===== src/rtl/fpu8_arb_pkg.sv =====
`default_nettype none
// ============================================================================
// Module   : fpu8_arb_pkg
// Purpose  : Shared types and constants for the fpu8 round-robin arbiter.
//            Holds the arbiter FSM state type, datapath widths, the latency
//            counter width and the pointer-advance helper.
// Revision : 1.0 - initial release
// ============================================================================
package fpu8_arb_pkg;

    // Datapath widths of the shared fpu8 unit
    localparam int OP_W   = 3;
    localparam int DATA_W = 8;

    // Latency counter width; holds FPU_LAT-1 for FPU_LAT up to 15
    localparam int LAT_W  = 4;

    // Requester index width; covers up to 8 requesters
    localparam int ID_W   = 3;

    // Arbiter FSM states, explicitly encoded
    typedef enum logic [1:0] {
        IDLE = 2'd0,
        EXEC = 2'd1,
        RESP = 2'd2
    } arb_state_e;

    // Round-robin pointer advance: the requester after 'id', wrapping at n
    function automatic logic [ID_W-1:0] next_ptr(input logic [ID_W-1:0] id,
                                                 input int              n);
        if (int'(id) == n - 1) begin
            return '0;
        end
        return id + ID_W'(1);
    endfunction

endpackage
`default_nettype wire


===== src/rtl/rr_picker.sv =====
`default_nettype none
// ============================================================================
// Module   : rr_picker
// Purpose  : Combinational round-robin picker. Scans 'req' starting at
//            index 'ptr' and wrapping modulo N; the first set bit wins.
// Ports    : req    [N-1:0]  request bits, one per requester
//            ptr    [ID_W-1] index the scan starts from (0..N-1)
//            gnt    [N-1:0]  one-hot winner (all zero when no request)
//            gnt_id [ID_W-1] index of the winner (0 when no request)
// Revision : 1.0 - initial release
// ============================================================================
module rr_picker
    import fpu8_arb_pkg::*;
#(
    parameter int N = 3
) (
    input  logic [N-1:0]    req,
    input  logic [ID_W-1:0] ptr,
    output logic [N-1:0]    gnt,
    output logic [ID_W-1:0] gnt_id
);

    always_comb begin : p_pick
        int   pos;
        logic found;
        gnt    = '0;
        gnt_id = '0;
        found  = 1'b0;
        pos    = 0;
        // Scan offsets 0..N-1 from ptr; the wrapped position is compared
        // against every requester index so no out-of-range index is formed.
        for (int k = 0; k < N; k++) begin
            pos = int'(ptr) + k;
            if (pos >= N) begin
                pos = pos - N;
            end
            for (int j = 0; j < N; j++) begin
                if (!found && req[j] && (pos == j)) begin
                    gnt[j] = 1'b1;
                    gnt_id = ID_W'(j);
                    found  = 1'b1;
                end
            end
        end
    end

endmodule
`default_nettype wire


===== src/rtl/fpu8_arbiter.sv =====
`default_nettype none
// ============================================================================
// Module   : fpu8_arbiter
// Purpose  : Shares one combinational fpu8 datapath among N requesters.
//            A round-robin winner's operands are latched, held on the FPU
//            inputs for FPU_LAT cycles, the FPU result is captured and
//            returned to the same requester over a valid/ready channel.
//            One transaction is outstanding at a time.
// Ports    : clk       clock, rising edge
//            reset     synchronous, active-low
//            req_vld   [N]     request valid per requester
//            req_op    [3N]    opcode, requester i at [3i+2:3i]
//            req_a/b   [8N]    operands, requester i at [8i+7:8i]
//            req_rdy   [N]     request accepted (at most one bit)
//            rsp_vld   [N]     response valid (only the granted requester)
//            rsp_data  [8]     shared result bus
//            rsp_rdy   [N]     response consumed, per requester
//            fpu_op/a/b        operands to the fpu8 wrapper
//            fpu_out   [8]     result from the fpu8 wrapper
//            busy              high while a transaction is in flight
//            grant_id  [3]     current or last granted requester
// Revision : 1.0 - initial release
// ============================================================================
module fpu8_arbiter
    import fpu8_arb_pkg::*;
#(
    parameter int N       = 3,
    parameter int FPU_LAT = 1
) (
    input  logic                clk,
    input  logic                reset,
    input  logic [N-1:0]        req_vld,
    input  logic [OP_W*N-1:0]   req_op,
    input  logic [DATA_W*N-1:0] req_a,
    input  logic [DATA_W*N-1:0] req_b,
    output logic [N-1:0]        req_rdy,
    output logic [N-1:0]        rsp_vld,
    output logic [DATA_W-1:0]   rsp_data,
    input  logic [N-1:0]        rsp_rdy,
    output logic [OP_W-1:0]     fpu_op,
    output logic [DATA_W-1:0]   fpu_a,
    output logic [DATA_W-1:0]   fpu_b,
    input  logic [DATA_W-1:0]   fpu_out,
    output logic                busy,
    output logic [ID_W-1:0]     grant_id
);

    // Counter reload: EXEC ends in the cycle the counter reads zero, which
    // gives exactly FPU_LAT cycles in EXEC.
    localparam logic [LAT_W-1:0] c_LAT_LOAD = LAT_W'(FPU_LAT - 1);

    arb_state_e          r_state;
    logic [ID_W-1:0]     r_ptr;
    logic [LAT_W-1:0]    r_cnt;
    logic [OP_W-1:0]     r_op;
    logic [DATA_W-1:0]   r_a;
    logic [DATA_W-1:0]   r_b;
    logic [DATA_W-1:0]   r_rsp_data;
    logic [ID_W-1:0]     r_grant_id;

    logic [N-1:0]        w_gnt;
    logic [ID_W-1:0]     w_gnt_id;
    logic [N-1:0]        w_grant_oh;
    logic                w_idle;
    logic                w_accept;
    logic                w_rsp_hs;
    logic [OP_W-1:0]     w_sel_op;
    logic [DATA_W-1:0]   w_sel_a;
    logic [DATA_W-1:0]   w_sel_b;

    rr_picker #(
        .N      (N)
    ) u_picker (
        .req    (req_vld),
        .ptr    (r_ptr),
        .gnt    (w_gnt),
        .gnt_id (w_gnt_id)
    );

    // One-hot view of the latched grant, used to route the response and to
    // select that requester's rsp_rdy without indexing by a wider value.
    for (genvar j = 0; j < N; j++) begin : g_grant_oh
        assign w_grant_oh[j] = (r_grant_id == ID_W'(j));
    end

    // Operand slice of the picked requester
    always_comb begin
        w_sel_op = '0;
        w_sel_a  = '0;
        w_sel_b  = '0;
        for (int j = 0; j < N; j++) begin
            if (w_gnt[j]) begin
                w_sel_op = req_op[OP_W*j +: OP_W];
                w_sel_a  = req_a[DATA_W*j +: DATA_W];
                w_sel_b  = req_b[DATA_W*j +: DATA_W];
            end
        end
    end

    assign w_idle   = (r_state == IDLE);
    // The picker only grants a requester whose valid is high, so any grant
    // in IDLE is a completed request handshake.
    assign w_accept = w_idle && (|w_gnt);
    // Only the granted requester's rsp_rdy counts
    assign w_rsp_hs = |(rsp_rdy & w_grant_oh);

    assign req_rdy  = w_idle ? w_gnt : '0;
    assign rsp_vld  = (r_state == RESP) ? w_grant_oh : '0;
    assign rsp_data = r_rsp_data;
    assign fpu_op   = r_op;
    assign fpu_a    = r_a;
    assign fpu_b    = r_b;
    assign busy     = (r_state == EXEC) || (r_state == RESP);
    assign grant_id = r_grant_id;

    always_ff @(posedge clk) begin
        if (!reset) begin
            r_state    <= IDLE;
            r_ptr      <= '0;
            r_cnt      <= '0;
            r_op       <= '0;
            r_a        <= '0;
            r_b        <= '0;
            r_rsp_data <= '0;
            r_grant_id <= '0;
        end else begin
            case (r_state)
                IDLE: begin
                    if (w_accept) begin
                        r_op       <= w_sel_op;
                        r_a        <= w_sel_a;
                        r_b        <= w_sel_b;
                        r_grant_id <= w_gnt_id;
                        r_ptr      <= next_ptr(w_gnt_id, N);
                        r_cnt      <= c_LAT_LOAD;
                        r_state    <= EXEC;
                    end
                end
                EXEC: begin
                    // Operands have been stable for FPU_LAT cycles when the
                    // counter reaches zero; sample the result at that edge.
                    if (r_cnt == '0) begin
                        r_rsp_data <= fpu_out;
                        r_state    <= RESP;
                    end else begin
                        r_cnt <= r_cnt - LAT_W'(1);
                    end
                end
                RESP: begin
                    if (w_rsp_hs) begin
                        r_state <= IDLE;
                    end
                end
                default: begin
                    r_state <= IDLE;
                end
            endcase
        end
    end

endmodule
`default_nettype wire

===== config.mk =====
export PLATFORM = sky130hd
export DESIGN_NAME = fpu8_arbiter
export DESIGN_NICKNAME = d
export VERILOG_FILES = /design/src/rtl/fpu8_arb_pkg.sv /design/src/rtl/rr_picker.sv /design/src/rtl/fpu8_arbiter.sv
export SDC_FILE = /design/constraint.sdc
export NUM_CORES = 1
export LEC_CHECK = 0
export CAP_MARGIN = 30
export CORE_ASPECT_RATIO = 1.5
export CORE_MARGIN = 10
export CORE_UTILIZATION = 44
export CTS_BUF_LIST = sky130_fd_sc_hd__clkbuf_4 sky130_fd_sc_hd__clkbuf_8
export DETAILED_ROUTE_END_ITERATION = 16
export HOLD_SLACK_MARGIN = 0.15
export PLACE_DENSITY = 0.84
export SYNTH_ARGS = -nofsm -noshare
export SYNTH_HDL_FRONTEND = slang
export SYNTH_HIERARCHICAL = 1
export SYNTH_SLANG_ARGS = --single-unit

===== constraint.sdc =====
create_clock -name clk -period 3.58 [get_ports clk]
set_clock_uncertainty 0.05 [all_clocks]
set_input_delay 0.716 -clock clk [delete_from_list [all_inputs] [get_ports clk]]
set_output_delay 0.716 -clock clk [all_outputs]
set_load 0.02 [all_outputs]

Yosys cells after proc, flatten, opt, wreduce, memory -nomap -nowiden
Cells that the tools add are included.
{"block": "word_totals", "regBits": 39, "latchBits": 0, "mem_bits_rw": 0, "rom_bits": 0, "out_inout_bits": 37, "wordCells": 125, "n_memories": 0}
{"block": "classes", "n_addsub": 7, "multipliers": 0, "n_div": 0, "order_cmp": 3, "n_eq_ne": 15, "shifts": 0, "n_mux": 51, "bitwise": 1, "reduce_logical": 40}
{"op": "32-bit by 2-bit equality test with 1-bit output, second input constant", "n": 3}
{"op": "32-bit by 3-bit equality test with 1-bit output, second input constant", "n": 3}
{"op": "32-bit logical NOT", "n": 3}
{"op": "32-bit 2-to-1 mux", "n": 3}
{"op": "32-bit by 3-bit greater-or-equal comparator with 1-bit output, second input constant", "n": 2}
{"op": "32-bit by 3-bit subtractor with 32-bit output, second input constant", "n": 2}
{"op": "8-bit 2-to-1 mux", "n": 6}
{"op": "1-bit 2-to-1 mux", "n": 21}
{"op": "3-bit 2-to-1 mux", "n": 7}
{"op": "2-bit 2-to-1 mux", "n": 10}
{"op": "1-bit logical AND", "n": 18}
{"op": "1-bit logical NOT", "n": 8}
{"op": "4-bit 2-to-1 mux", "n": 2}
{"op": "4-bit one-hot mux with 2 select lines", "n": 1}
{"op": "2-bit one-hot mux with 3 select lines", "n": 1}
{"op": "3-bit AND reduction", "n": 2}
{"op": "3-bit OR reduction", "n": 2}
{"op": "3-bit by 1-bit adder with 4-bit output, second input constant", "n": 1}
{"op": "3-bit by 2-bit adder with 4-bit output, second input constant", "n": 1}
{"op": "4-bit logical NOT", "n": 1}
{"op": "2-bit by 1-bit inequality test with 1-bit output, second input constant", "n": 2}
{"op": "2-bit inequality test, second input constant", "n": 2}
{"op": "2-bit AND reduction", "n": 2}
{"op": "3-bit by 2-bit subtractor with 4-bit output, second input constant", "n": 1}
{"op": "other kinds (13)", "n": 13}

Depth between registers and ports, before layout
{"block": "depth", "depth_word": 43, "mapped_depth": 13, "depth_no_buf": 11}

By module
The synthesis kept the hierarchy.
{"module": "fpu8_arbiter", "n_inst": 1, "cells_per_inst": 217, "area_each_um2": 1953.1, "seq_area_each_um2": 780.7}
{"module": "rr_picker", "n_inst": 1, "cells_per_inst": 72, "area_each_um2": 539.3, "seq_area_each_um2": 0.0}

Worst setup path after synthesis
Ideal clock, no wire load.
{"block": "synth_timing", "path_kind": "reg2out", "startpoint": "register r_ptr[1]", "endpoint": "output port req_rdy[2]", "arrival_ps": 2382, "slack_ps": 432, "path_stages_with_launch": 10, "n_path_buf": 2, "cell_sequence": "dfxtp_1 -> inv_1 -> ha_1 -> clkbuf_1 -> and3_1 -> o211ai_1 -> nand3_2 -> o22ai_1 -> clkbuf_1 -> and2_1"}
{"block": "synth_between", "elab_chain_len": 38, "word_cells_on_any_way": 57}
{"element": "from (decl)", "line_no": "fpu8_arbiter.sv:53", "text": "logic [ID_W-1:0] r_ptr;"}
{"element": "from (signal assigned)", "line_no": "fpu8_arbiter.sv:134", "text": "r_ptr <= next_ptr(w_gnt_id, N);"}
{"element": "branches (longest 36 deep; another with 32-bit by 3-bit subtractor with 32-bit output)"}
{"element": "1-bit 2-to-1 mux *", "line_no": "rr_picker.sv:38", "text": "if (!found && req[j] && (pos == j)) begin"}
{"element": "named net w_gnt[2]", "line_no": "fpu8_arbiter.sv:61", "text": "logic [N-1:0] w_gnt;"}
{"element": "3-bit 2-to-1 mux *", "line_no": "fpu8_arbiter.sv:107", "text": "assign req_rdy = w_idle ? w_gnt : '0;"}
{"element": "to (decl)", "line_no": "fpu8_arbiter.sv:36", "text": "output logic [N-1:0] req_rdy,"}
Mark *: on every way through the listed nets, which the timed path passes.

Worst setup path in the final report
{"block": "layout_timing", "startpoint": "register r_ptr[1]", "endpoint": "output port req_rdy[0]"}
{"block": "layout_between", "elab_chain_len": 30, "word_cells_on_any_way": 46}
{"element": "branches (longest 28 deep; another with 32-bit by 3-bit subtractor with 32-bit output)"}
{"element": "1-bit 2-to-1 mux *", "line_no": "rr_picker.sv:38"}
{"element": "named net w_gnt[0]", "line_no": "fpu8_arbiter.sv:61"}
{"element": "3-bit 2-to-1 mux *", "line_no": "fpu8_arbiter.sv:107"}
Marked as above.

==> metrics.yaml <==
synthAdderAreaFrac: 0.0602
timing.slew.headroom: 0.419
dieHeight_um: 112
initial_core_util: 0.454
cts_tree: "done"
grtUsageMet2: 0.304
crit_path_start: "r_ptr[1]$_SDFFE_PN0P_"
seq_power_share: 0.211
p_int_uw: 1680
wl_per_cell_um: 17.6
cp_max_fo: 5
synth.area.mux_share: 0.0803
finalHoldViolCount: 0
yosysWarnings: 6
cp.depth: 9
syn_area_per_cell_um2: 8.62
syn_inst: 289
power.share.switching: 0.447
grt_pass1_wl_mm: 13.2
holdCritPathClass: "flip-flop to flip-flop"
cts_resized: 4
synth-seq-cells: 39
netlist.area_leader.share: 0.313
num_vias: 2632
worstSkewPairLatency_ns: 0.29
tns_ns: 0
end_kind: "output port"
dr.pass1.iters: 4
synth.most_common_cell: "nand2_1"
synth.cell_area_mm2: 0.00249
synth_cell_types: 59
min_period_ns: 3.43
yosys-top-cells-count: "nand2_1, dfxtp_1, o21ai_0, mux2i_1"
r2r-end: "fpu_b[4]$_SDFFE_PN0P_"
cp.arrival_ns: 2.66
critical-path-top-delay-family: "compound AO/OA/AOI/OAI gates"
portBuffers: 109
slowest_stage: "dlygate4sd2_1"
max_freq_mhz: 292
critical_path.endpoint: "req_rdy[0]"
clk_path_buf_depth: 2
syn-num-nets: 374
drv_cap: 0
switchingPower_uw: 1360
worstSetupPathType: "flip-flop to output port"
rows: 33
reg2regPathDepth: 11
use_met1: 0.190
layout-drive-gt1-share: 0.0920
area_delta_synth_final_pct: 52.3
finalWirelength_mm: 8.31
power.density_mw_per_mm2: 800
crit_buf_inv: 2
die_area_mm2: 0.00914
leakagePower_uw: 0.00144
whs_ns: 0.430
antenna_found_initial: 0
slowest_delay_ns: 0.38
setup_ws_ns: 0.152
p_clk_frac: 0.120
r2r_slack_ns: 0.27
ys.flop_type: "dfxtp_1"
drc: 0
post_cts_buffers: 0
grt_util_all_layers: 0.179
synth_top_family_by_area: "compound AO/OA/AOI/OAI gates"
post-place-ws_ns: 0.0756
synth_area_leaders: "dfxtp_1, mux2i_1, a22o_1"
grt_pass1_vias: 2619
ir_worst_vdd_mv: 0.491
fin_nets: 487
yosysSeqAreaShare: 0.313
antenna_cells: 0
core_area_mm2: 0.00549
via_per_inst: 5.58
routabilityCongestion: 0.875
hold_buffers: 0
yosys.area_share.simple: 0.207
fin_crit_sh: 0.958
required_ns: 2.81
cp-start-kind: "flip-flop"
clock-root-buffer: "clkbuf_8"
synth_compound_area_frac: 0.266
fill_cells: 454
drt_iter0_drc: 236
synth_largest_area_cell: "dfxtp_1"
setup_viol: 0
power_frac_comb: 0.669
path_cells: "inv_1 > ha_1 > nand2b_1 > o32a_1 > o22ai_1 > nand4_1 > o221ai_1 > and2_1 > dlygate4sd2_1"
status: "completed"
reg2reg_from: "r_ptr[1]$_SDFFE_PN0P_"
clk_pin_slew_ns: 0.08
cts-buffers-inserted: 5
worst_pin_slew_ns: 0.870
grt-busiest-layer: "met2"
ant_nets: 0
die_w_um: 81.5
synthXorXnorAreaFrac: 0.0176
grt_max_degree: 41
htree_levels: 2
use_met3: 0.0655
dp_hpwl_mm: 6.46
rsz0062_at_grt: "no"
pin_count: 110
clock-sinks: 39
grt_overflow: 0
async_flop_share: 0
synth_edf_count: 0
slew_violations: 0
==> power groups by stage <==
stage | sequential, µW | combinational [µW] | clock (µW)
CTS | 641 | 2040 | 371
floorplan | 725 | 1340 | 0
global route | 654 | 2250 | 383
finish | 641 | 2030 | 364
global placement | 644 | 1980 | 0
detailed placement | 649 | 2030 | 0
==> worst reg2reg max path: stages (launching register included) <==
cell and delay [ns]:
dfxtp_1 0.31, buf_4 0.15, ha_1 0.25, o21ba_2 0.24
a22oi_1 0.41, nand2_1 0.16, nand2_1 0.15, o22ai_2 0.08
buf_4 0.26, o31ai_4 0.25, and2_1 0.67, a22o_1 0.26
==> how the worst min path moves through the flow <==
stage	startpoint	endpoint	slack, ns	cells past startpoint
6_report	fpu_op[1]$_SDFFE_PN0P_	fpu_op[1]$_SDFFE_PN0P_	0.43	1
5_1_grt	fpu_b[7]$_SDFFE_PN0P_	fpu_b[7]$_SDFFE_PN0P_	0.44	1
4_1_cts	fpu_a[7]$_SDFFE_PN0P_	fpu_a[7]$_SDFFE_PN0P_	0.43	1
3_5_place_dp	fpu_op[1]$_SDFFE_PN0P_	fpu_op[1]$_SDFFE_PN0P_	0.42	1
3_3_place_gp	r_cnt[0]$_SDFFE_PN0P_	r_cnt[0]$_SDFFE_PN0P_	0.41	2
2_1_floorplan	r_cnt[0]$_SDFFE_PN0P_	r_cnt[0]$_SDFFE_PN0P_	0.39	2
==> per-layer routing <==
metal	wire length, µm	vias up
met5	0	-
met4	269	0
met3	815	15
met2	4050	110
met1	3170	1227
li1	-	1280
==> cells in the final DEF, fill, tap and decap left out, types with 4 or more instances in the layout <==
cell             synthesis  routed
clkdlybuf4s50_1          0     106
nand2_1                 40      40
dfxtp_1                 39      38
o21ai_0                 23      23
mux2i_1                 20      20
a22oi_1                 19      19
a22o_1                  19      19
nor2_1                  18      18
buf_4                    1      14
ha_1                    12      12
inv_1                    9       9
nand3_1                  5       5
clkbuf_8                 0       5
and2_1                   4       4
xnor2_1                  4       4
==> area by class of cell <==
cell class              instances  area [µm²]  area share
multi-input cells             223        1590       0.419
repair buffers                123        1190       0.314
flip-flops and latches         39         782       0.206
well taps                      70        87.6      0.0231
clock buffers                   6        76.3      0.0201
inverters                      10        37.5     0.00989
clock inverters                 1        30.0     0.00791
==> stage by stage <==
step | power [µW] | instances | utilization | instance area [µm²]
2_1_floorplan | 2070 | 289 | - | 2490
3_3_place_gp | 2630 | 464 | 0.671 | 3680
3_5_place_dp | 2680 | 465 | 0.672 | 3690
4_1_cts | 3050 | 472 | 0.691 | 3790
5_1_grt | 3290 | 472 | 0.691 | 3790
6_report | 3040 | 472 | 0.691 | 3790
==> flip-flops by register name, indices dropped and copies added, names as in the netlist <==
signal / cells
r_cnt: 4
fpu_b: 8
grant_id: 3
rsp_data: 8
fpu_op: 3
fpu_a: 8
r_state: 2
r_ptr: 3
==> kinds of logic after synthesis <==
kind of cell    after synthesis
simple gates                 99
other cells                   1
fa+ha+maj                    12
xor+xnor                      5
mux                          20
compound gates               86
buf+inv                      27
flops                        39
No activity file was read; power rests on OpenSTA's default activity.
